$ cat config.mk
export PLATFORM = sky130hd
export DESIGN_NAME = logic_unit_arbiter
export DESIGN_NICKNAME = d
export VERILOG_FILES = /design/src/rtl/logic_unit_arbiter.sv
export SDC_FILE = /design/constraint.sdc
export NUM_CORES = 1
export LEC_CHECK = 0
export ABC_AREA = 1
export BUFFER_PORTS_ARGS = -buffer_cell sky130_fd_sc_hd__buf_2
export CAP_MARGIN = 10
export CORE_MARGIN = 2
export CORE_UTILIZATION = 39
export CTS_CLUSTER_DIAMETER = 30
export DETAILED_ROUTE_END_ITERATION = 12
export HOLD_SLACK_MARGIN = 0.05
export RECOVER_POWER = 100
export SLEW_MARGIN = 30
export SYNTH_ARGS = -nofsm -noshare
export SYNTH_HDL_FRONTEND = slang
export SYNTH_SLANG_ARGS = --single-unit
$ cat constraint.sdc
create_clock -name clk -period 2.95 [get_ports clk]
set_input_delay 0.1475 -clock clk [delete_from_list [all_inputs] [get_ports clk]]
set_output_delay 0.1475 -clock clk [all_outputs]
set_load 0.05 [all_outputs]
$ cat src/rtl/logic_unit_arbiter.sv
// Two-requester round-robin arbiter in front of a shared bitwise logic unit.
// Optional LU_ZERO_FLAG_EN adds a registered all-zero flag beside result.
module logic_unit_arbiter #(
    parameter int WIDTH       = 32,
    parameter int EXEC_CYCLES = 1
) (
    input  logic             clk,
    input  logic             rst,
    input  logic             req0,
    input  logic [1:0]       op0,
    input  logic [WIDTH-1:0] a0,
    input  logic [WIDTH-1:0] b0,
    input  logic             req1,
    input  logic [1:0]       op1,
    input  logic [WIDTH-1:0] a1,
    input  logic [WIDTH-1:0] b1,
    output logic             gnt0,
    output logic             gnt1,
    output logic             done0,
    output logic             done1,
    output logic [WIDTH-1:0] result,
`ifdef LU_ZERO_FLAG_EN
    output logic             zero,
`endif
    output logic             busy
);

    typedef enum logic [1:0] {IDLE, EXEC, DONE} state_t;

    localparam logic [3:0] CNT_INIT = 4'(EXEC_CYCLES - 1);

    state_t           state, state_n;
    logic             owner, owner_n;
    logic             ptr, ptr_n;
    logic [3:0]       cnt, cnt_n;
    logic [1:0]       op_q, op_n;
    logic [WIDTH-1:0] a_q, a_n;
    logic [WIDTH-1:0] b_q, b_n;
    logic [WIDTH-1:0] lu_out;
    logic             load_res;

    // The unit only ever sees the captured operands.
    always_comb begin
        unique case (op_q)
            2'b00:   lu_out = a_q & b_q;
            2'b01:   lu_out = a_q | b_q;
            2'b10:   lu_out = a_q ^ b_q;
            default: lu_out = ~(a_q | b_q);
        endcase
    end

    always_comb begin
        state_n  = state;
        owner_n  = owner;
        ptr_n    = ptr;
        cnt_n    = cnt;
        op_n     = op_q;
        a_n      = a_q;
        b_n      = b_q;
        load_res = 1'b0;
        unique case (state)
            IDLE: begin
                if (req0 || req1) begin
                    owner_n = (req0 && req1) ? ptr : req1;
                    op_n    = owner_n ? op1 : op0;
                    a_n     = owner_n ? a1 : a0;
                    b_n     = owner_n ? b1 : b0;
                    cnt_n   = CNT_INIT;
                    state_n = EXEC;
                end
            end
            EXEC: begin
                if (cnt != 4'd0) begin
                    cnt_n = cnt - 4'd1;
                end else begin
                    load_res = 1'b1;
                    state_n  = DONE;
                end
            end
            DONE: begin
                ptr_n   = ~owner;
                state_n = IDLE;
            end
            default: state_n = IDLE;
        endcase
    end

    always_ff @(posedge clk or posedge rst) begin
        if (rst) begin
            state <= IDLE;
            owner <= 1'b0;
            ptr   <= 1'b0;
            cnt   <= 4'd0;
            op_q  <= 2'b00;
            a_q   <= '0;
            b_q   <= '0;
        end else begin
            state <= state_n;
            owner <= owner_n;
            ptr   <= ptr_n;
            cnt   <= cnt_n;
            op_q  <= op_n;
            a_q   <= a_n;
            b_q   <= b_n;
        end
    end

    always_ff @(posedge clk or posedge rst) begin
        if (rst) begin
            result <= '0;
`ifdef LU_ZERO_FLAG_EN
            zero   <= 1'b0;
`endif
        end else if (load_res) begin
            result <= lu_out;
`ifdef LU_ZERO_FLAG_EN
            zero   <= ~|lu_out;
`endif
        end
    end

    assign busy  = (state != IDLE);
    assign gnt0  = busy && !owner;
    assign gnt1  = busy && owner;
    assign done0 = (state == DONE) && !owner;
    assign done1 = (state == DONE) && owner;

endmodule

======== Word level (Yosys, flattened, before mapping) ========
Cells that the tools add are included.
word-level totals
  input bits .............................. 136
  flip-flop bits (word level) ............. 106
  output and inout port bits .............. 37
operators by class
  $add $sub $neg .......................... 1
  reductions and logical operators ........ 15
  bitwise gates (word level) .............. 5
  multiplexer cells ....................... 13
  eq/ne operators ......................... 7
operator list
  kind                                                                 number
  32-bit one-hot mux with 3 select lines                               1
  32-bit 2-to-1 mux                                                    2
  32-bit AND                                                           1
  32-bit NOT                                                           1
  32-bit OR                                                            1
  32-bit bitwise XOR                                                   1
  4-bit 2-to-1 mux                                                     2
  4-bit one-hot mux with 2 select lines                                1
  2-bit 2-to-1 mux                                                     3
  2-bit inequality test (second input constant)                        3
  1-bit logical AND                                                    5
  2-bit by 1-bit == test with 1-bit output (second input constant)     2
  2-bit == test (second input constant)                                2
  2-bit zero test                                                      2
  2-bit one-hot mux with 2 select lines                                1
  2-bit AND reduction                                                  2
  2-bit nonzero test                                                   2
  4-bit nonzero test                                                   1
  4-bit by 1-bit subtractor with 4-bit output (second input constant)  1
  1-bit 2-to-1 mux                                                     3
  3-bit AND reduction                                                  1
  1-bit zero test                                                      1
  1-bit logical OR                                                     1
  1-bit NOT                                                            1

======== Logic depth before layout (Yosys ltp) ========
Gate-level depths: netlist of the first run.
  depth after elaboration ................. 3
  gate-level depth with buffers ........... 8

======== Worst setup path before layout of the first run ========
OpenSTA, ideal clock, no wires.
  path kind ............................... register to register
  from .................................... reg state[0]
  to ...................................... reg ptr
  arrival ................................. 1300 ps
  clock period less this slack ............ 1469 ps
  cell stages (with the launch flop) ...... 5
  setup slack ............................. 1481 ps
  path buffers ............................ 0
  library setup time ...................... 169 ps
  cells stage by stage .................... dfrtp_1 > inv_2 > nand2_1 > nor2_1 > a21oi_1
on the way
  cells in the longest elaborated chain, start to end .. 1
RTL lines
  what                      RTL line  text
  start: declaration        32        state_t state, state_n;
  start signal: assignment  98        state <= state_n;
  2-bit == test             61        unique case (state)
  end signal: assignment    100       ptr <= ptr_n;
  end: declaration          34        logic ptr, ptr_n;
No other way between the ends.
A chain may end at the register's enable or synchronous reset.

======== Final worst setup path of the first run ========
  from .................................... reg state[1]
  to ...................................... reg b_q[26]
on the way
  cells in the longest elaborated chain, start to end .. 2
RTL lines
  what                           RTL line  text
  2-bit zero test                61
  2-bit AND reduction (no line)  --
  end signal: assignment         104       b_q <= b_n;
  end: declaration               38        logic [WIDTH-1:0] b_q, b_n;
No other way between the ends.

==> flow_summary.ini, run 1 <==
[drt]
routed_wl_um = 17900
via_count = 6271
via_per_inst = 4.73
wl_per_cell_um = 13.5
initialDrtViolationCount = 254
drc = 0
final_antenna_net_count = 0
dr.pass1.iters = 4

[clock_tree]
clkTransAtPathRegs_ps = 70
clk_latency_ps = 350
cts_sinks = 106
clockRootBuffer = clkbuf_16
numCtsBuffers = 9
cts_resized = 0
cts_tree = done
cts_buffer_depth = 2
htreeDepth = 3

[critical_path]
critical_path_class = register to register
cp.required_ps = 3220
arrival_ps = 2600
worstPathMaxFanout = 34
r2r_cells = 6
rr_startpoint = state[1]
reg2reg_to = b_q[26]
cp-start-kind = register
crit_top_cell = a21oi_1
cp_cell_sequence = nor2_1 -> o21ai_1 -> buf_16 -> buf_4 -> a21oi_1 -> a21oi_1
reg2reg_slack_ps = 620
slowest_delay_ps = 720
end_kind = register
cp_slowest_cell = o21ai_1

[worst_hold_path]
min_to = a_q[23]
hp-start = a1[23]
hp-class = input port to register
holdPathStages = 3

[cells_and_area]
insertedDiodeCount = 0
final_cell_mix = nand2_1, buf_2, a21oi_1
seq_area_mm2 = 0.00265
fillerInstances = 1671
drive_above_1_share = 0.158
area_growth_pct = 28.4
final_common_cell = nand2_1
multi_input_area_mm2 = 0.00325
nets = 1304

[floorplan]
num_rows = 47
fp.dieH_um = 134
core_area_mm2 = 0.0166
die-width_um = 134
dieArea_mm2 = 0.0180
start_util = 0.398
pin_count = 173

[timing]
relSlewSlack = 0.0215
finalWorstSetupSlack_ps = 624
fin_skew_ps = 11.0
tightest_slew_ps = 1470
hold_viol = 0
drv_slew = 0
layout_worst_path_cycle_share = 0.788
rsz0062_at_grt = no
setup_viol = 0
fmax_mhz = 430
tns_ps = 0
period_minus_slack_ps = 2330

[global_route]
gr-usage-met1 = 0.261
grt_use_met2 = 0.364
gr-usage-met3 = 0.0344
grt_pass1_vias = 6116
grt_pass1_wl_um = 29500
grt_usage = 0.206
grt_overflow = 0
grt_max_degree = 68
grt-busiest-layer = met2
grt_antenna_before_repair = 0

[flow_run]
cap_viol_max_count = 0

[run_status]
status = completed

[placement]
dp_hpwl_um = 11900
gp_congestion = 0.746
io_buffers = 172
dp_worst_setup_slack_ps = 967

[logic_synthesis]
ys_seq_area_frac = 0.402
ys_seq_elements = 106
synthCells = 893
synth_fp_nets = 1095
yosys.area.top_type = dfrtp_1
synth_top_area_frac = 0.402
ys_warn_count = 0
synthTopCellsByArea = dfrtp_1, nand2_1, ha_1
ys_types = 18
netlist_area_mm2 = 0.00660
syn_area_per_cell_um2 = 7.39

[power]
power.density_mw_per_mm2 = 1070
p_leak_nw = 4.45
irDropWorstVdd_uv = 374
-- Yosys cell counts, drive strengths merged --
| master | number |
|---|---|
| a21oi | 133 |
| buf | 36 |
| clkbuf | 14 |
| dfrtp | 106 |
| ha | 66 |
| inv | 112 |
| nand2 | 238 |
| nand3 | 70 |
| nand4 | 1 |
| nor2 | 81 |
| o21ai | 35 |
| xor2 | 1 |
-- cells by family (layout without fill, tap and decap cells) --
logic type / after synthesis / after routing / synth area share
AND/OR/NAND/NOR: 390 / 390 / 0.239
adder cells (fa/ha/maj): 66 / 66 / 0.125
buffers and inverters: 162 / 376 / 0.103
flip-flops: 106 / 106 / 0.402
AO/OA/AOI/OAI: 168 / 168 / 0.129
XOR/XNOR: 1 / 1 / 0.00133
-- per-stage QoR --
step | total power, W | instance area, µm² | cells | utilization | hold WS [ps]
floorplan | 0.00658 | 6600 | 893 | - | 288
global placement | 0.00781 | 7610 | 1250 | 0.459 | 287
detailed placement | 0.00794 | 7640 | 1251 | 0.461 | 290
CTS | 0.00928 | 8540 | 1327 | 0.515 | 50.4
global route | 0.0100 | 8470 | 1327 | 0.511 | 53.9
finish | 0.00906 | 8470 | 1327 | 0.511 | 61.3
-- cell type report --
| class | instances | area share |
|---|---|---|
| multi-input combinational | 625 | 0.384 |
| sequential | 106 | 0.313 |
| timing repair buffer | 248 | 0.185 |
| inverter | 112 | 0.0499 |
| tap | 220 | 0.0325 |
| clock buffer | 10 | 0.0282 |
| clock inverter | 6 | 0.00753 |
-- critical path, delay by kind of cell (launching register included) --
| family | cells | cell delay, ps |
|---|---|---|
| and+or+nand+nor | 1 | 110 |
| DFF | 1 | 410 |
| AOI/OAI and AO/OA | 3 | 1020 |
| buffers and inverters | 2 | 670 |
-- worst max path at each step --
stage	start	to	slack (ps)
final	state[1]	b_q[26]	620
after global routing	state[1]	a_q[30]	440
after CTS	op_q[0]	result[24]	960
after detailed placement	op_q[0]	result[24]	970
after global placement	req1	b_q[26]	910
after floorplan	rst	a_q[0]	10
-- power by group --
| group | leakage (nW) | switching (W) | internal [W] |
|---|---|---|---|
| registers | 1.24 | 0.000621 | 0.00219 |
| logic | 3.07 | 0.00343 | 0.00160 |
| clock network | 0.145 | 0.000541 | 0.000682 |
| total | 4.45 | 0.00459 | 0.00447 |
-- registers in the layout, indices dropped and copies added, names as in the netlist --
signal and flops:
state 2, op_q 2, ptr 1, cnt 4
owner 1, b_q 32, result 32, a_q 32
-- layer usage --
metal  share of wire  routed length [µm]  vias up
met5               0                   0        -
met3           0.046                 827       20
met4           0.016                 292        0
met1            0.46                8200     2875
met2            0.48                8630      142
li1                -                   -     3234
-- what timing repair did --
item / CTS / global route
hold buffers: 60 / 0
endpoints found under the hold margin: 108 / 0
setup buffers: 0 / 0
Power figures use the tool's default switching activity.
==> inputs of run 2 (changes only) <==
==> constraint.sdc (replaced) <==
create_clock -name clk -period 2.4 [get_ports clk]
set_input_delay 0.12 -clock clk [delete_from_list [all_inputs] [get_ports clk]]
set_output_delay 0.12 -clock clk [all_outputs]
set_load 0.05 [all_outputs]
==> flow_summary.ini, run 2 (same netlist as run 1, synthesis figures left out) <==
[timing]
relSlewSlack = -0.116
setup_viol = 0
finalWorstSetupSlack_ps = 260
fin_skew_ps = 8.46
rsz0062_at_grt = no
drv_slew = 32
tightest_slew_ps = 1660
fmax_mhz = 467
hold_viol = 0
layout_worst_path_cycle_share = 0.892
tns_ps = 0
period_minus_slack_ps = 2140

[run_status]
status = finished with violations
failed_checks = max-capacitance violations, max-slew violations

[cells_and_area]
nets = 1351
final_cell_mix = nand2_1, buf_2, a21oi_1
insertedDiodeCount = 0
final_common_cell = nand2_1
area_growth_pct = 35.3
drive_above_1_share = 0.159
reg_top3 = a_q x32, b_q x32, result x32

[critical_path]
cp_slowest_cell = dlygate4sd3_1
worstPathMaxFanout = 32
crit_family = buffers and inverters
cp-start-kind = register
critical_path_class = register to register
startpoint = state[1]
r2r_cells = 7
cp.required_ps = 2690
cp.buffers_inverters = 3
cp.depth = 7
arrival_ps = 2430
cp_cell_sequence = nor2_4 -> o21ai_4 -> inv_2 -> buf_12 -> nor2_1 -> a21oi_1 -> dlygate4sd3_1
slowest_delay_ps = 570
rr_startpoint = state[1]
reg2reg_slack_ps = 260
reg2reg_to = a_q[6]
end_kind = register

[drt]
initialDrtViolationCount = 273
via_per_inst = 4.76
via_count = 6537
final_antenna_net_count = 0
routed_wl_um = 18900
dr.pass1.iters = 5
drc = 0
wl_per_cell_um = 13.7

[worst_hold_path]
hp-start = op1[1]
min_to = op_q[1]
hp-class = input port to register
holdPathStages = 3

[placement]
gp_congestion = 0.783
dp_hpwl_um = 12600
dp_worst_setup_slack_ps = 590
io_buffers = 172

[floorplan]
start_util = 0.398
core_area_mm2 = 0.0166
die-width_um = 134
fp.dieH_um = 134
pin_count = 173
dieArea_mm2 = 0.0180
num_rows = 47

[global_route]
grt_overflow = 0
grt_pass1_wl_um = 30900
grt_antenna_before_repair = 0
grt_max_degree = 43
grt_usage = 0.215
grt_pass1_vias = 6419

[clock_tree]
htreeDepth = 3
cts_resized = 0
clk_latency_ps = 350
clkTransAtPathRegs_ps = 70
numCtsBuffers = 9
cts_tree = done
clockRootBuffer = clkbuf_16
cts_sinks = 106
cts_buffer_depth = 2

[power]
power.density_mw_per_mm2 = 1320
irDropWorstVdd_uv = 800
p_leak_nw = 4.63

[flow_run]
cap_viol_max_count = 1
## run 2: cell types whose count changed in the layout (fill, tap and decap cells not counted), moves of 2 or more
cell,previous run,this run
clkinv_4,0,2
buf_12,1,4
clkbuf_1,37,39
clkinvlp_4,2,0
buf_4,13,17
dlygate4sd3_1,60,100
## run 2: stage by stage
step / total power, W / cells / hold WS, ps / instance area (µm²) / util
floorplan: 0.00809 / 893 / 260 / 6600 / -
global placement: 0.00975 / 1258 / 306 / 7710 / 0.465
detailed placement: 0.00982 / 1258 / 308 / 7710 / 0.465
CTS: 0.0119 / 1374 / 52.4 / 8990 / 0.542
global route: 0.0130 / 1374 / 52.5 / 8930 / 0.539
finish: 0.0118 / 1374 / 57.4 / 8930 / 0.539
## run 2: what timing repair did
| action | CTS | global route |
|---|---|---|
| buffers inserted | 0 | 0 |
| endpoints found under the hold margin | 96 | 0 |
| hold buffers | 100 | 0 |
## run 2: report_power, final
group          total, W  internal, W  switching [W]
clock           0.00141     0.000735       0.000679
combinational   0.00694      0.00252        0.00442
sequential      0.00344      0.00269       0.000745
## run 2: routing by layer
layer / vias to the layer above / track usage / part of all wire
met5: - / 0 / 0
met4: 0 / 0.0602 / 0.018
met3: 22 / 0.0438 / 0.047
met2: 159 / 0.373 / 0.48
met1: 3031 / 0.273 / 0.46
li1: 3325 / - / -
## run 2: cell type report
class / count / area, µm²
multi-input combinational: 625 / 3280
tap: 220 / 275
timing repair buffer: 295 / 2030
clock buffer: 12 / 246
clock inverter: 4 / 27.5
inverter: 112 / 422
fill: 1580 / 7650
sequential: 106 / 2650
## run 2: worst max-delay path by stage
stage                       endpoint
after global placement    result[15]
after floorplan                  ptr
after detailed placement  result[28]
final                         a_q[6]
after CTS                    a_q[10]
after global routing          a_q[6]
## run 2: tightest hold or removal path, delay by kind of cell
family	cells	cell delay (ps)
AOI/OAI and AO/OA	1	90
and+or+nand+nor	1	60
buffers and inverters	1	90
==> inputs of run 3 (changes only) <==
==> constraint.sdc (replaced) <==
create_clock -name clk -period 2.4 [get_ports clk]
set_input_delay 0.48 -clock clk [delete_from_list [all_inputs] [get_ports clk]]
set_output_delay 0.48 -clock clk [all_outputs]
set_load 0.05 [all_outputs]
==> flow_summary.ini, run 3 (same netlist as run 1, synthesis figures left out) <==
[run_status]
status = completed

[drt]
drc = 0
via_count = 5960
final_antenna_net_count = 0
dr.pass1.iters = 5
routed_wl_um = 17400
initialDrtViolationCount = 286
via_per_inst = 4.70
wl_per_cell_um = 13.7

[clock_tree]
clockRootBuffer = clkbuf_16
clkTransAtPathRegs_ps = 70
htreeDepth = 3
cts_resized = 0
cts_tree = done
numCtsBuffers = 9
cts_sinks = 106
post-cts-setup-buffers = 0
cts_buffer_depth = 2
clk_latency_ps = 360
postCtsHoldBufs = 0

[floorplan]
die-width_um = 134
pin_count = 173
core_area_mm2 = 0.0166
dieArea_mm2 = 0.0180
start_util = 0.398
num_rows = 47
fp.dieH_um = 134

[global_route]
grt_pass1_vias = 5738
grt_usage = 0.199
grt_pass1_wl_um = 28600
grt_overflow = 0
grt_antenna_before_repair = 0
grt_max_degree = 107

[critical_path]
end_kind = output pin
critical_path_class = register to output pin
cp-start-kind = register
r2r_cells = 6
cp.required_ps = 1920
worstPathMaxFanout = 3
arrival_ps = 1560

[cells_and_area]
fillerInstances = 1746
insertedDiodeCount = 0
nets = 1246
final_cell_mix = nand2_1, buf_2, a21oi_1
multi_input_area_mm2 = 0.00325
area_growth_pct = 19.0
seq_area_mm2 = 0.00265
reg_top3 = a_q x32, b_q x32, result x32
final_common_cell = nand2_1
drive_above_1_share = 0.168

[timing]
hold_viol = 0
relSlewSlack = 0.0117
layout_worst_path_cycle_share = 0.851
fin_skew_ps = 8.50
rsz0062_at_grt = no
period_minus_slack_ps = 2040
tightest_slew_ps = 1480
fmax_mhz = 490
tns_ps = 0
setup_viol = 0
drv_slew = 0

[worst_hold_path]
hp-class = input port to register
holdPathStages = 3

[placement]
dp_hpwl_um = 11700
io_buffers = 172
gp_congestion = 0.746

[power]
irDropWorstVdd_uv = 438
p_total_w = 0.0110
power.density_mw_per_mm2 = 1390
p_leak_nw = 4.20

[flow_run]
cap_viol_max_count = 0
run 3: path summary, 6_finish.rpt:
kind / startpoint / to / slack [ps]
max: state[0] / done1 / 360
min reg2reg: result[20] / result[20] / 480
min: a1[17] / a_q[17] / 360
max reg2reg: state[1] / cnt[1] / 440
max in group asynchronous: rst / result[5] / 800
min in group asynchronous: rst / cnt[0] / 680
run 3: critical path: stages, from the launching register on:
cell and delay (ps):
dfrtp_1 380, inv_1 110, nand2_1 100, nor2_1 130
clkbuf_1 480
run 3: where the power goes:
group	leakage [nW]	switching (W)	internal, W
Sequential	1.24	0.000734	0.00269
Combinational	2.82	0.00420	0.00189
Clock	0.139	0.000673	0.000760
run 3: layout make-up:
class,instances,share of cell area
Clock buffer,12,0.0327
Clock inverter,4,0.00335
Inverter,112,0.0537
Multi-Input combinational cell,625,0.413
Sequential cell,106,0.338
Tap cell,220,0.0350
Timing Repair Buffer,190,0.124
run 3: layer usage:
metal / part of all wire / track usage
met1: 0.48 / 0.269
met5: 0 / 0
met3: 0.045 / 0.0363
met4: 0.012 / 0.0485
met2: 0.46 / 0.332
run 3: stage by stage:
step                hold slack, ps  area (µm²)  utilization  instances  setup WS [ps]
floorplan                      481        6600            -        893            646
global placement               459        7670        0.463       1253            724
detailed placement             461        7670        0.463       1253            617
CTS                            321        7960        0.480       1269            548
global route                   356        7850        0.474       1269            251
finish                         363        7850        0.474       1269            359
